<file path="src/rtl/req_grant_arbiter.sv">
// rtl/req_grant_arbiter.sv - round-robin req/grant arbiter with delayed grant and hold timeout
module req_grant_arbiter #(
    parameter int N         = 4,
    parameter int GRANT_DLY = 2,
    parameter int MAX_HOLD  = 16
) (
    input  logic                 clk,
    input  logic                 rst,
    input  logic [N-1:0]         req,
    output logic [N-1:0]         gnt,
    output logic [$clog2(N)-1:0] gnt_id,
    output logic                 busy,
    output logic                 timeout
);

    localparam int IDW = $clog2(N);
    localparam int HW  = (MAX_HOLD < 1) ? 1 : $clog2(MAX_HOLD + 1);

    generate
        if (GRANT_DLY < 1 || GRANT_DLY > 4) begin : g_bad_dly
            $error("req_grant_arbiter: GRANT_DLY must be 1..4");
        end
        if (N < 2 || N > 8) begin : g_bad_n
            $error("req_grant_arbiter: N must be 2..8");
        end
    endgenerate

    typedef enum logic [1:0] {IDLE, WAIT, GRANT} state_t;

    state_t         state_q, state_d;
    logic [N-1:0]   gnt_q, gnt_d;
    logic [IDW-1:0] gnt_id_q, gnt_id_d;
    logic [IDW-1:0] last_q, last_d;
    logic [N-1:0]   mask_q, mask_d;
    logic [1:0]     dly_cnt_q, dly_cnt_d;
    logic [HW-1:0]  hold_cnt_q, hold_cnt_d;
    logic           busy_q, busy_d;
    logic           timeout_q, timeout_d;

    logic [N-1:0]   eligible;
    logic           win_found;
    logic [IDW-1:0] win_id;
    logic           owner_req;
    logic           hold_expire;

    // Round-robin search starts just past the last requester that was actually granted.
    always_comb begin
        eligible  = req & ~mask_q;
        win_found = 1'b0;
        win_id    = '0;
        for (int i = 1; i <= N; i++) begin
            if (!win_found && eligible[IDW'((int'(last_q) + i) % N)]) begin
                win_found = 1'b1;
                win_id    = IDW'((int'(last_q) + i) % N);
            end
        end
    end

    assign owner_req   = req[gnt_id_q];
    assign hold_expire = (MAX_HOLD != 0) && (hold_cnt_q == HW'(MAX_HOLD));

    always_ff @(posedge clk) begin
        if (rst) begin
            state_q <= IDLE;
        end else begin
            state_q <= state_d;
        end
    end

    always_comb begin
        state_d = state_q;
        case (state_q)
            IDLE:    if (win_found) state_d = WAIT;
            WAIT:    if (!owner_req) state_d = IDLE;
                     else if (dly_cnt_q == 2'd0) state_d = GRANT;
            GRANT:   if (!owner_req || hold_expire) state_d = IDLE;
            default: state_d = IDLE;
        endcase
    end

    always_comb begin
        gnt_d      = gnt_q;
        gnt_id_d   = gnt_id_q;
        last_d     = last_q;
        dly_cnt_d  = dly_cnt_q;
        hold_cnt_d = hold_cnt_q;
        busy_d     = busy_q;
        timeout_d  = 1'b0;
        // A dropped request always clears its timeout lockout.
        mask_d     = mask_q & req;
        case (state_q)
            IDLE: begin
                if (win_found) begin
                    gnt_id_d  = win_id;
                    busy_d    = 1'b1;
                    dly_cnt_d = 2'(GRANT_DLY - 1);
                end
            end
            WAIT: begin
                if (!owner_req) begin
                    busy_d = 1'b0;
                end else if (dly_cnt_q == 2'd0) begin
                    gnt_d      = N'(1) << gnt_id_q;
                    last_d     = gnt_id_q;
                    hold_cnt_d = HW'(1);
                end else begin
                    dly_cnt_d = dly_cnt_q - 2'd1;
                end
            end
            GRANT: begin
                if (!owner_req) begin
                    gnt_d  = '0;
                    busy_d = 1'b0;
                end else if (hold_expire) begin
                    gnt_d            = '0;
                    busy_d           = 1'b0;
                    timeout_d        = 1'b1;
                    mask_d[gnt_id_q] = 1'b1;
                end else if (hold_cnt_q != '1) begin
                    hold_cnt_d = hold_cnt_q + HW'(1);
                end
            end
            default: begin
                gnt_d  = '0;
                busy_d = 1'b0;
            end
        endcase
    end

    always_ff @(posedge clk) begin
        if (rst) begin
            gnt_q      <= '0;
            gnt_id_q   <= '0;
            last_q     <= IDW'(N - 1);
            mask_q     <= '0;
            dly_cnt_q  <= '0;
            hold_cnt_q <= '0;
            busy_q     <= 1'b0;
            timeout_q  <= 1'b0;
        end else begin
            gnt_q      <= gnt_d;
            gnt_id_q   <= gnt_id_d;
            last_q     <= last_d;
            mask_q     <= mask_d;
            dly_cnt_q  <= dly_cnt_d;
            hold_cnt_q <= hold_cnt_d;
            busy_q     <= busy_d;
            timeout_q  <= timeout_d;
        end
    end

    assign gnt     = gnt_q;
    assign gnt_id  = gnt_id_q;
    assign busy    = busy_q;
    assign timeout = timeout_q;

endmodule

</file>
<file path="config.mk">
export PLATFORM = sky130hd
export DESIGN_NAME = req_grant_arbiter
export DESIGN_NICKNAME = d
export VERILOG_FILES = /design/src/rtl/req_grant_arbiter.sv
export SDC_FILE = /design/constraint.sdc
export NUM_CORES = 1
export LEC_CHECK = 0
export ABC_AREA = 0
export CAP_MARGIN = 30
export CORE_MARGIN = 2
export CORE_UTILIZATION = 33
export DETAILED_ROUTE_END_ITERATION = 12
export PLACE_DENSITY = 0.53
export SLEW_MARGIN = 10
export SYNTH_ARGS = -nofsm -noshare
export SYNTH_HDL_FRONTEND = slang
export SYNTH_SLANG_ARGS = --single-unit
</file>
<file path="constraint.sdc">
create_clock -name clk -period 4.7 [get_ports clk]
set_clock_uncertainty 0.05 [all_clocks]
set_input_delay 1.175 -clock clk [delete_from_list [all_inputs] [get_ports clk]]
set_output_delay 1.175 -clock clk [all_outputs]
set_load 0.02 [all_outputs]
</file>
==> results of run 1 <==
-- logic make-up (layout without fill, tap and decap cells) --
| logic type | Yosys count | after routing |
|---|---|---|
| flops | 23 | 23 |
| mux | 6 | 6 |
| simple gates | 57 | 57 |
| fa+ha+maj | 4 | 4 |
| buf+inv | 15 | 26 |
| compound gates | 43 | 43 |
-- power by group through the flow --
stage / Clock [W] / Sequential, W / Combinational (W)
finish: 0.000121 / 0.000231 / 0.000127
global route: 0.000138 / 0.000234 / 0.000141
CTS: 0.000127 / 0.000231 / 0.000127
detailed placement: 0 / 0.000235 / 0.000127
global placement: 0 / 0.000235 / 0.000127
floorplan: 0 / 0.000229 / 0.0000995
-- final cells by class --
cell class                 count  area share [%]
multi-input combinational    110            51.4
clock buffer                   3            2.74
timing repair buffer          13            8.64
tap                           48            3.99
inverter                       9            2.33
sequential                    23            30.6
clock inverter                 1           0.332
-- layout by cell type (no fill, tap or decap), types with 2 or more instances in the layout --
master,Yosys,final
o221ai_1,2,2
inv_1,8,8
mux2i_1,2,2
nand4_1,2,2
o211ai_1,2,2
nor2b_1,6,6
nand3_1,9,9
ha_1,4,4
nand2b_1,8,8
nor3_1,2,2
o21ai_0,7,7
a221oi_1,2,2
clkbuf_8,0,3
o31ai_1,3,3
nand3b_1,5,5
mux2_2,2,2
a22oi_1,3,3
nor2_1,10,10
and3_1,2,2
clkinv_2,1,2
clkdlybuf4s50_1,0,13
or4_1,2,2
a21oi_1,11,11
nand2_1,4,4
o21bai_1,3,3
dfxtp_1,23,23
-- per-stage QoR --
step,util (%),power (W)
3_3_place_gp,39.0,0.000361
4_1_cts,40.2,0.000485
6_report,40.2,0.000479
2_1_floorplan,-,0.000328
3_5_place_dp,39.0,0.000362
5_1_grt,40.2,0.000514
-- how the worst max path moves through the flow --
| stage | startpoint | cells past startpoint | to |
|---|---|---|---|
| floorplan | req[3] | 4 | dly_cnt_q[0] |
| global placement | req[3] | 5 | mask_q[1] |
| detailed placement | req[3] | 5 | mask_q[2] |
| CTS | gnt_id[1] | 1 | gnt_id[1] |
| global route | gnt_id[1] | 1 | gnt_id[1] |
| finish | gnt_id[1] | 1 | gnt_id[1] |
-- sequential cells by signal (all words and copies together) (netlist names) --
name and cells:
timeout 1, busy 1, gnt_id 2, mask_q 4, hold_cnt_q 5, state_q 2, dly_cnt_q 2, gnt 4
last_q 2
-- routing by layer --
metal  vias to the layer above  GRT usage (%)  part of all wire (%)
li1                        570              -                     -
met1                       549           18.2                    47
met2                        24           24.9                    48
met3                         4           2.53                   3.3
met4                         0           4.59                   1.1
met5                         -              0                     0
==> key figures, run 1 <==
Outcome
  – Outcome: completed

Pwr
  – Max VDD drop: 0.0900 mV
  – Register share of total power: 48.3%
  – Combinational power share: 26.5%
  – Leakage: 0.524 nW
  – Clock power frac: 25.2%
  – Pint: 0.000325 W
  – Pwr Density: 318 nW/um2
  – P_sw: 0.000155 W
  – Switching share of total power: 32.2%

STA
  – F_max: 362 MHz
  – Period utilization: 58.7%
  – Slew HR: 50.7%
  – TNS Setup: 0 ps
  – Worst Tran Pin Value: 737 ps
  – Final hold violations: 0
  – Final hold slack: 426 ps
  – Worst setup margin: 1940 ps
  – Crit path time final: 2760 ps
  – Slew Limit Fails: 0
  – Final setup fails: 0
  – RSZ-0062 raised after global routing: no

Place
  – Area after DPL: 1460 um2
  – Hpwl dp: 2210 um
  – Setup WS pre-CTS: 1730 ps
  – RePlAce Congestion: 0.771
  – PortBufs: 13
  – Placed insts: 203

Detailed routing
  – Drt total wl: 2960 um
  – Drt drc: 0
  – DR vias: 1147
  – Drt pass-1 iters: 4
  – Post-route ant nets: 0
  – DR WL/cell: 14.3 um
  – Number of DRC markers in iteration 0: 103
  – Vias per cell: 5.54

Critical path
  – CP Cell Sequence: clkdlybuf4s50_1
  – Critical Path RT: 3470 ps
  – Worst Path Arrival: 1540 ps
  – Crit Path Class: reg2out
  – Endpoint type of the worst setup path: output pin
  – Critical path's largest stage delay: 690 ps
  – CP delay by family, top: buffers and inverters
  – Reg-to-reg critical path startpoint: hold_cnt_q[0]
  – Slowest cell on crit path: clkdlybuf4s50_1
  – Flop2flop setup slack: 2640 ps
  – Crit Path Max Fanout: 11
  – R2R Path End: hold_cnt_q[3]
  – Reg2Reg Depth: 6
  – Startpoint Class: register
  – CP bufs+invs: 1

Global routing
  – GRT Util Overall: 14.5%
  – Number of global-route vias before repair: 1081
  – First-pass GRT wire length: 4930 um
  – Initial antenna violation count: 0
  – Grt ovf: 0
  – Largest net degree at the start of global routing: 22

Synthesis
  – Post-synth top cells: dfxtp_1 (23), a21oi_1 (11), nor2_1 (10), nand3_1 (9)
  – Post-synth EDFFs: 0
  – Async SR Flop Fraction: 0%
  – Synth Area in Adders: 3.83%
  – Post-synthesis cell count: 148
  – Yosys reg bits: 23
  – Syn_nets: 158
  – Warnings, synthesis: 0
  – Simple-Gate Fraction of Synth Area: 25.5%
  – Share of the synthesized area in the top cell type: 35.2%
  – Dominant cell type by area after synthesis: dfxtp_1
  – Compound-cell area share of the yosys netlist: 23.3%
  – Avg Cell Area, Syn: 8.83 um2
  – Post-synthesis xor/xnor area fraction: 0%
  – Top cells by area, synth: dfxtp_1 (35%), a21oi_1 (4.2%), ha_1 (3.8%), nand2b_1 (3.8%), nand3_1 (3.4%)
  – Main combinational cell family by area after synthesis: simple AND/OR/NAND/NOR gates
  – Area of the mapped netlist: 1310 um2
  – Sequential area share after synthesis: 35.2%
  – Post-synthesis mux area share: 6.70%
  – Most frequent cell after synthesis: dfxtp_1
  – Synth unique cells: 45
  – Top_reg_cell synth: dfxtp_1

Clock network
  – CTS max path bufs: 2
  – Post-CTS resize count: 0
  – Clock Sinks: 23
  – CTS Buf Count: 3
  – Reg clk slew, reported paths: 80 ps
  – Clk_lat worst skew: 260 ps
  – CTS tree: done
  – CTS Hold Buffers Added: 0
  – H-tree Lvls: 1
  – Post CTS Setup Buffer Count: 0
  – Root Driver: clkbuf_8

Worst hold path
  – HP Class: reg2reg
  – WHS Endpoint: busy
  – Hold Crit Depth: 2
  – Hold wc startpoint: busy

Floorplanning
  – Die Area: 4480 um2
  – Row count: 22
  – Initial Utilization: 34.9%
  – Die X: 66.9 um
  – Die Span Y: 66.9 um
  – Core Region: 3740 um2
  – Num ports: 14

Layout
  – Sequential cell area: 460 um2
  – Final instance area: 1510 um2
  – Fillers: 397
  – Multi-input logic area: 774 um2
  – Layout area overhead: 15.2%
  – Nets: 170
  – Ant diodes: 0
  – Final cell count without fillers: 207
  – Layout cell share with drive strength beyond 1: 7.55%

Flow run
  – Max Cap Violations: 0
Power figures use the tool's default switching activity.
==> run 2: changes to the inputs <==
==> constraint.sdc (replaced) <==
create_clock -name clk -period 2.8 [get_ports clk]
set_clock_uncertainty 0.05 [all_clocks]
set_input_delay 0.7 -clock clk [delete_from_list [all_inputs] [get_ports clk]]
set_output_delay 0.7 -clock clk [all_outputs]
set_load 0.02 [all_outputs]
==> key figures, run 2 (synthesis gave the netlist of run 1 again) <==
Outcome
  – Outcome: completed

Clock network
  – Post CTS Setup Buffer Count: 0 (unchanged)
  – CTS Buf Count: 3 (unchanged)
  – Clock Sinks: 23 (unchanged)
  – Reg clk slew, reported paths: 80 ps (about the same)
  – Clk_lat worst skew: 260 ps (about the same)
  – CTS max path bufs: 2 (unchanged)
  – H-tree Lvls: 1 (unchanged)
  – Root Driver: clkbuf_8
  – CTS tree: done
  – Post-CTS resize count: 0 (unchanged)
  – CTS Hold Buffers Added: 0 (unchanged)

Layout
  – Largest Register: hold_cnt_q
  – Multi-input logic area: 774 um2 (unchanged)
  – Nets: 171 (+0.59%)
  – Fin util: 40.4% (+0.20 points)
  – Largest register FFs: 5 (unchanged)
  – Ant diodes: 0 (unchanged)
  – Layout cell share with drive strength beyond 1: 8.13% (+0.58 points)
  – Sequential cell area: 460 um2 (unchanged)
  – Commonest non-fill, non-tap cell in the layout: dfxtp_1
  – Most frequent cells in the layout: dfxtp_1 (23), clkdlybuf4s50_1 (13), a21oi_1 (11)
  – Fillers: 423 (+6.5%)
  – Layout area overhead: 15.8%

STA
  – F_max: 439 MHz
  – Final hold slack: 425 ps (-0.607 ps)
  – Final setup fails: 0 (unchanged)
  – Slew HR: 64.5% (+14 points)
  – Slew Limit Fails: 0 (unchanged)
  – RSZ-0062 raised after global routing: no
  – Period utilization: 81.4%
  – Worst Tran Pin Value: 526 ps (-210 ps)
  – Crit path time final: 2280 ps
  – TNS Setup: 0 ps (unchanged)
  – Final hold violations: 0 (unchanged)

Pwr
  – Max VDD drop: 0.160 mV (+78%)
  – Leakage: 0.529 nW (+0.92%)
  – P_sw: 0.000261 W (+69%)
  – Clock power frac: 25.5% (+0.3 points)
  – Combinational power share: 26.5% (about the same)
  – Register share of total power: 48.0% (-0.3 points)
  – Switching share of total power: 32.3% (+0.090 points)
  – Pint: 0.000546 W (+68%)
  – Pwr Density: 533 nW/um2 (+67%)

Global routing
  – Number of global-route vias before repair: 1085 (+0.37%)
  – Grt ovf: 0 (unchanged)
  – Largest net degree at the start of global routing: 14 (-36%)
  – First-pass GRT wire length: 4980 um (+0.97%)
  – GRT Util Overall: 14.8% (+0.33 points)
  – Initial antenna violation count: 0 (unchanged)

Floorplanning
  – Initial Utilization: 34.9% (unchanged)
  – Num ports: 14 (unchanged)
  – Die X: 66.9 um (unchanged)
  – Die Area: 4480 um2 (unchanged)
  – Row count: 22 (unchanged)
  – Die Span Y: 66.9 um (unchanged)
  – Core Region: 3740 um2 (unchanged)

Critical path
  – Endpoint type of the worst setup path: output pin
  – Worst Path Arrival: 1530 ps (about the same)
  – CP delay by family, top: buffers and inverters
  – CP bufs+invs: 1 (unchanged)
  – Reg2Reg Depth: 6 (unchanged)
  – Reg-to-reg critical path startpoint: hold_cnt_q[0]
  – Critical Path RT: 2050 ps (-1420 ps)
  – R2R Path End: hold_cnt_q[3]
  – Flop2flop setup slack: 750 ps (-1890 ps)
  – Crit Path Class: reg2out
  – Crit Path Max Fanout: 11 (unchanged)
  – Slowest cell on crit path: clkdlybuf4s50_1
  – Critical path's largest stage delay: 690 ps (about the same)
  – CP Cell Sequence: clkdlybuf4s50_1
  – Startpoint Class: register

Worst hold path
  – WHS Endpoint: busy
  – Hold wc startpoint: busy
  – Hold Crit Depth: 2 (unchanged)
  – HP Class: reg2reg

Detailed routing
  – DR vias: 1141 (-0.52%)
  – Drt drc: 0 (unchanged)
  – Drt pass-1 iters: 4 (unchanged)
  – Drt total wl: 2920 um (-1.5%)
  – Number of DRC markers in iteration 0: 90 (-13%)
  – DR WL/cell: 14.0 um (-1.9%)
  – Post-route ant nets: 0 (unchanged)
  – Vias per cell: 5.49 (-1.0%)

Flow run
  – Max Cap Violations: 0 (unchanged)

Place
  – Hpwl dp: 2230 um (+0.59%)
  – RePlAce Congestion: 0.785 (+1.8%)
  – PortBufs: 13 (unchanged)
[run 2: cell count changes in the layout (fill, tap and decap cells not counted)]
cell	delta
buf_4	+1
[run 2: stage by stage]
stage / area [um2] / worst slack [ps] / total power [W] / instances
2_1_floorplan: 1310 / 884 / 0.000551 / 148
3_3_place_gp: 1470 / 343 / 0.000607 / 204
3_5_place_dp: 1470 / 316 / 0.000610 / 204
4_1_cts: 1510 / 503 / 0.000820 / 208
5_1_grt: 1510 / 443 / 0.000861 / 208
6_report: 1510 / 520 / 0.000807 / 208
[run 2: power by group through the flow]
stage	registers, W	logic, W	clock network (W)
final	0.000387	0.000214	0.000206
after global routing	0.000394	0.000240	0.000227
after CTS	0.000388	0.000216	0.000216
after detailed placement	0.000395	0.000215	0
after global placement	0.000394	0.000213	0
after floorplan	0.000384	0.000167	0
[run 2: per-layer routing]
| layer | share of wire, % | global-route usage (%) | routed length, um | vias to the layer above |
|---|---|---|---|---|
| met1 | 48 | 18.2 | 1410 | 552 |
| li1 | - | - | - | 573 |
| met4 | 1.1 | 5.36 | 33 | 0 |
| met5 | 0 | 0 | 0 | - |
| met2 | 48 | 25.6 | 1400 | 12 |
| met3 | 2.8 | 2.53 | 83 | 4 |
[run 2: cell type report]
class | count | share of cell area [%]
clock inverters | 1 | 0.331
multi-input cells | 110 | 51.2
repair buffers | 14 | 9.09
clock buffers | 3 | 2.73
flip-flops and latches | 23 | 30.4
well taps | 48 | 3.97
inverters | 9 | 2.31
[run 2: worst max-delay path by stage]
| stage | startpoint | endpoint | slack (ps) | cells past startpoint |
|---|---|---|---|---|
| 6_report | gnt_id[1] | gnt_id[1] | 520 | 1 |
| 4_1_cts | gnt_id[1] | gnt_id[1] | 500 | 1 |
| 3_3_place_gp | req[3] | mask_q[1] | 340 | 5 |
| 3_5_place_dp | req[3] | mask_q[2] | 320 | 5 |
| 5_1_grt | gnt_id[1] | gnt_id[1] | 440 | 1 |
| 2_1_floorplan | hold_cnt_q[0] | hold_cnt_q[3] | 880 | 6 |
[run 2: worst reg2reg max path, cell delays in order, from the launching register on]
cell and delay [ps]:
dfxtp_1 340, ha_1 220, and3_1 180, ha_1 200, o31a_1 370, or4_1 490, a21oi_1 140
